### src/rtl/game_pkg.sv
// Shared game-state encoding and key constants for the flow controller, score block and renderer.
package game_pkg;

  typedef enum logic [2:0] {
    GS_TITLE    = 3'd0,
    GS_PLAY     = 3'd1,
    GS_PAUSE    = 3'd2,
    GS_BLUE_WIN = 3'd3,
    GS_RED_WIN  = 3'd4
  } game_state_t;

  localparam logic [7:0] KEY_ENTER = 8'h28;

  function automatic int unsigned max_u(input int unsigned a, input int unsigned b);
    return (a > b) ? a : b;
  endfunction

endpackage

### src/rtl/frame_timer.sv
// Frame strobe edge detector plus a clearable frame counter with terminal-count detect.
module frame_timer #(
  parameter int unsigned CW = 7
) (
  input  logic          clk_i,
  input  logic          rst_i,
  input  logic          frame_clk_i,
  input  logic          clear_i,
  input  logic [CW-1:0] term_i,
  output logic          frame_tick_o,
  output logic          done_o
);

  logic          frame_clk_q;
  logic [CW-1:0] cnt_q, cnt_d;

  assign frame_tick_o = frame_clk_i & ~frame_clk_q;
  assign done_o       = frame_tick_o && (cnt_q == term_i);

  always_comb begin
    cnt_d = cnt_q;
    if (clear_i) begin
      cnt_d = '0;
    end else if (frame_tick_o) begin
      cnt_d = cnt_q + CW'(1);
    end
  end

  always_ff @(posedge clk_i) begin
    if (rst_i) begin
      frame_clk_q <= 1'b0;
      cnt_q       <= '0;
    end else begin
      frame_clk_q <= frame_clk_i;
      cnt_q       <= cnt_d;
    end
  end

endmodule

### src/rtl/game_flow_ctrl.sv
// Game-flow FSM: title, play, post-crash pause and win screens with frame timeouts.
module game_flow_ctrl
  import game_pkg::*;
#(
  parameter int unsigned PAUSE_FRAMES = 90,
  parameter int unsigned WIN_FRAMES   = 300,
  parameter logic [7:0]  START_KEY    = KEY_ENTER
) (
  input  logic       Clk,
  input  logic       Reset,
  input  logic       frame_clk,
  input  logic [7:0] keycode,
  input  logic       Blue_W,
  input  logic       Red_W,
  input  logic       reset_round,
  output logic [2:0] Game_State,
  output logic       Reset_Score,
  output logic       Reset_Bikes,
  output logic [3:0] round_num
);

  localparam int unsigned MaxFrames = max_u(PAUSE_FRAMES, WIN_FRAMES);
  localparam int unsigned CntW      = (MaxFrames > 1) ? $clog2(MaxFrames) : 1;

  game_state_t     state_q, state_d;
  logic [7:0]      key_q;
  logic [3:0]      round_q, round_d;
  logic            start_press;
  logic            frame_tick;
  logic            timer_done;
  logic            timer_clear;
  logic [CntW-1:0] timer_term;

  assign start_press = (keycode == START_KEY) && (key_q != START_KEY);
  assign timer_term  = (state_q == GS_PAUSE) ? CntW'(PAUSE_FRAMES - 1) : CntW'(WIN_FRAMES - 1);
  // Counter only runs in timed states and restarts from zero on every state change.
  assign timer_clear = (state_d != state_q) ||
                       !((state_q == GS_PAUSE) || (state_q == GS_BLUE_WIN) ||
                         (state_q == GS_RED_WIN));

  frame_timer #(
    .CW (CntW)
  ) u_frame_timer (
    .clk_i        (Clk),
    .rst_i        (Reset),
    .frame_clk_i  (frame_clk),
    .clear_i      (timer_clear),
    .term_i       (timer_term),
    .frame_tick_o (frame_tick),
    .done_o       (timer_done)
  );

  always_ff @(posedge Clk) begin
    if (Reset) begin
      state_q <= GS_TITLE;
      key_q   <= 8'h00;
      round_q <= 4'd0;
    end else begin
      state_q <= state_d;
      key_q   <= keycode;
      round_q <= round_d;
    end
  end

  always_comb begin
    state_d = state_q;
    case (state_q)
      GS_TITLE: if (start_press) state_d = GS_PLAY;
      GS_PLAY: begin
        if (Blue_W)           state_d = GS_BLUE_WIN;
        else if (Red_W)       state_d = GS_RED_WIN;
        else if (reset_round) state_d = GS_PAUSE;
      end
      GS_PAUSE: begin
        if (Blue_W)          state_d = GS_BLUE_WIN;
        else if (Red_W)      state_d = GS_RED_WIN;
        else if (timer_done) state_d = GS_PLAY;
      end
      GS_BLUE_WIN, GS_RED_WIN: begin
        if (start_press || timer_done) state_d = GS_TITLE;
      end
      default: state_d = GS_TITLE;
    endcase
  end

  always_comb begin
    round_d = round_q;
    if (state_d == GS_TITLE) begin
      round_d = 4'd0;
    end else if ((state_q == GS_PLAY) && (state_d == GS_PAUSE) && (round_q != 4'd15)) begin
      round_d = round_q + 4'd1;
    end
  end

  always_comb begin
    Game_State  = 3'd0;
    Reset_Score = 1'b1;
    Reset_Bikes = 1'b1;
    case (state_q)
      GS_PLAY: begin
        Game_State  = GS_PLAY;
        Reset_Score = 1'b0;
        Reset_Bikes = 1'b0;
      end
      GS_PAUSE, GS_BLUE_WIN, GS_RED_WIN: begin
        Game_State  = state_q;
        Reset_Score = 1'b0;
      end
      default: ;
    endcase
  end

  assign round_num = round_q;

endmodule
### config.mk
export PLATFORM = sky130hd
export DESIGN_NAME = game_flow_ctrl
export DESIGN_NICKNAME = d
export VERILOG_FILES = /design/src/rtl/game_pkg.sv /design/src/rtl/frame_timer.sv /design/src/rtl/game_flow_ctrl.sv
export SDC_FILE = /design/constraint.sdc
export NUM_CORES = 1
export LEC_CHECK = 0
export CORE_MARGIN = 3
export CORE_UTILIZATION = 35
export DETAILED_ROUTE_END_ITERATION = 12
export GPL_TIMING_DRIVEN = 1
export PLACE_DENSITY = 0.6
export SYNTH_ARGS = -nofsm -noshare
export SYNTH_HDL_FRONTEND = slang
export SYNTH_HIERARCHICAL = 1
export SYNTH_SLANG_ARGS = --single-unit
### constraint.sdc
create_clock -name Clk -period 4.71 [get_ports Clk]
set_clock_uncertainty 0.15 [all_clocks]
set_input_delay 0.471 -clock Clk [delete_from_list [all_inputs] [get_ports Clk]]
set_output_delay 0.471 -clock Clk [all_outputs]
set_load 0.01 [all_outputs]
==> flow_metrics.tcl <==
set metrics [dict create \
    grt_pass1_wl_mm 5.33 \
    core_sq_um 4060 \
    period_share_pct 76.5 \
    clkSinkCount 25 \
    drtPass1Iterations 4 \
    ys_warn_count 6 \
    htreeDepth 1 \
    num_io_pins 23 \
    fp.dieH_um 71.5 \
    crit_arrival_ns 3.62 \
    post-route-util_pct 44.9 \
    startpoint_type "flop" \
    post_cts_resized 0 \
    wl_per_cell_um 13.5 \
    dpl.hpwl_mm 2.46 \
    hold_violations 0 \
    clock.fmax_ghz 0.277 \
    clockRootBuffer "clkbuf_8" \
    finalInstanceArea_sq_um 1820 \
    cts_made_buffers 3 \
    cts_setup_buffers 0 \
    diodes 0 \
    nets 209 \
    fillers 394 \
    dp_slack_ns 1.15 \
    viasPerCell 5.41 \
    syn-cell-area_sq_um 1500 \
    post-route-min-period_ns 3.61 \
    slew_viol_final 0 \
    cp_data_required_time_ns 4.73 \
    drtIter0Drc 158 \
    clock_latency_ns 0.27 \
    place_congestion 0.907 \
    initial_core_util_pct 37.0 \
    worstMarginPinSlew_ns 0.860 \
    clkSlewWorstSetupHoldPaths_ns 0.09 \
    layout.cells.non_filler 242 \
    setup_viol 0 \
    timing.setup.tns_ns 0 \
    drcViolationCount 0 \
    placementRows 23 \
    wl_mm 3.26 \
    hold_class "flop to flop" \
    cts_tree "done" \
    avgSynthCellArea_sq_um 8.88 \
    place_inst 238 \
    die_w_um 71.5 \
    crit_type "flop to flop" \
    regArea_sq_um 500 \
    grt_usage_pct 12.8 \
    leakagePower_nw 0.638 \
    critPathMaxFanout 11 \
    dieArea_sq_um 5110 \
    vias 1310 \
    crit_path_end_kind "flop" \
    ir_worst_vdd_mv 0.0845 \
    grt_overflow_total 0 \
    cts_buffer_depth 2 \
    syn_inst 169 \
    area_growth_pct 21.3 \
    multi_input_area_sq_um 958 \
    grt_antenna_before_repair 0 \
    max_cap_violations 0 \
    io_buffers 22 \
    slew_headroom_pct 42.5 \
    dpl-instance-area_sq_um 1780 \
    grt_max_degree 24 \
    rsz0062_at_grt "false" \
    drive_gt1_share_pct 10.9 \
    ant_nets 0 \
    status "complete, no violations" \
    grt_pass1_vias 1213 \
    postCtsHoldBufs 0 \
    setup_ws_ns 1.10 \
    p_per_area_nw_per_um2 208 \
]
## registers in the layout (all words and copies together), names as in the netlist
signal                     cells
state_q                        3
round_num                      4
u_frame_timer/frame_clk_q      1
u_frame_timer/cnt_q            9
key_q                          8
## report_power, final
| part | internal (mW) | switching (mW) |
|---|---|---|
| Combinational | 0.0186 | 0.0152 |
| Clock | 0.0592 | 0.0694 |
| Sequential | 0.215 | 0.00151 |
## cell type report
class                   count  share of cell area [%]
well taps                  50                    3.43
clock buffers               3                    2.27
flip-flops and latches     25                    27.5
repair buffers             23                    12.5
clock inverters             1                   0.275
multi-input cells         133                    52.6
inverters                   7                    1.44
## path summary, 6_finish.rpt
check	startpoint	end	slack, ns	cells past startpoint
setup / recovery	state_q[1]	u_frame_timer/cnt_q[6]	1.10	15
hold / removal	round_num[3]	round_num[3]	0.36	2
setup reg to reg	state_q[1]	u_frame_timer/cnt_q[6]	1.10	15
hold reg to reg	round_num[3]	round_num[3]	0.36	2
## critical path, stage by stage, from the launching register on
cell,delay (ns)
dfxtp_1,0.56
inv_2,0.13
or3_1,0.45
inv_1,0.14
xnor2_1,0.07
nand4_1,0.08
nor4_1,0.05
buf_4,0.17
or2_1,0.22
a211oi_1,0.28
o21ai_1,0.16
and2_4,0.18
nand2_1,0.07
o2111ai_1,0.17
or3_1,0.38
o41ai_1,0.23
## routing by layer
| layer | wire length [um] | track usage [%] | vias to the layer above |
|---|---|---|---|
| met4 | 42 | 4.59 | 0 |
| met3 | 147 | 2.38 | 6 |
| met5 | 0 | 0 | - |
| li1 | - | - | 649 |
| met1 | 1570 | 17.3 | 614 |
| met2 | 1500 | 20.4 | 41 |
## cell usage in the layout, fill, tap and decap left out, types with 2 or more instances in the layout
cell             count
nand4b_1             2
o21ai_1              5
nor3_1               3
a21oi_1             10
nor4b_2              3
ha_1                 2
xor2_1               3
nand2b_1             7
or3_1                5
o21ai_0              7
or2_2                2
o22a_1               2
conb_1               4
mux2i_1              2
nor2b_1             14
inv_1                6
clkdlybuf4s50_1     22
o31ai_1              3
or4_1                2
xnor2_1              9
dfxtp_1             25
nor4_1               2
a211oi_1             3
clkbuf_8             3
nand4_1              2
nand2_1              6
a31oi_1              2
nor2_1               9
## stage by stage
step / hold slack [ns] / total power [mW]
final: 0.362 / 0.379
after floorplan: 0.314 / 0.238
after CTS: 0.359 / 0.381
after global routing: 0.397 / 0.394
after detailed placement: 0.346 / 0.256
after global placement: 0.335 / 0.255
(Power assumes the default switching activity.)
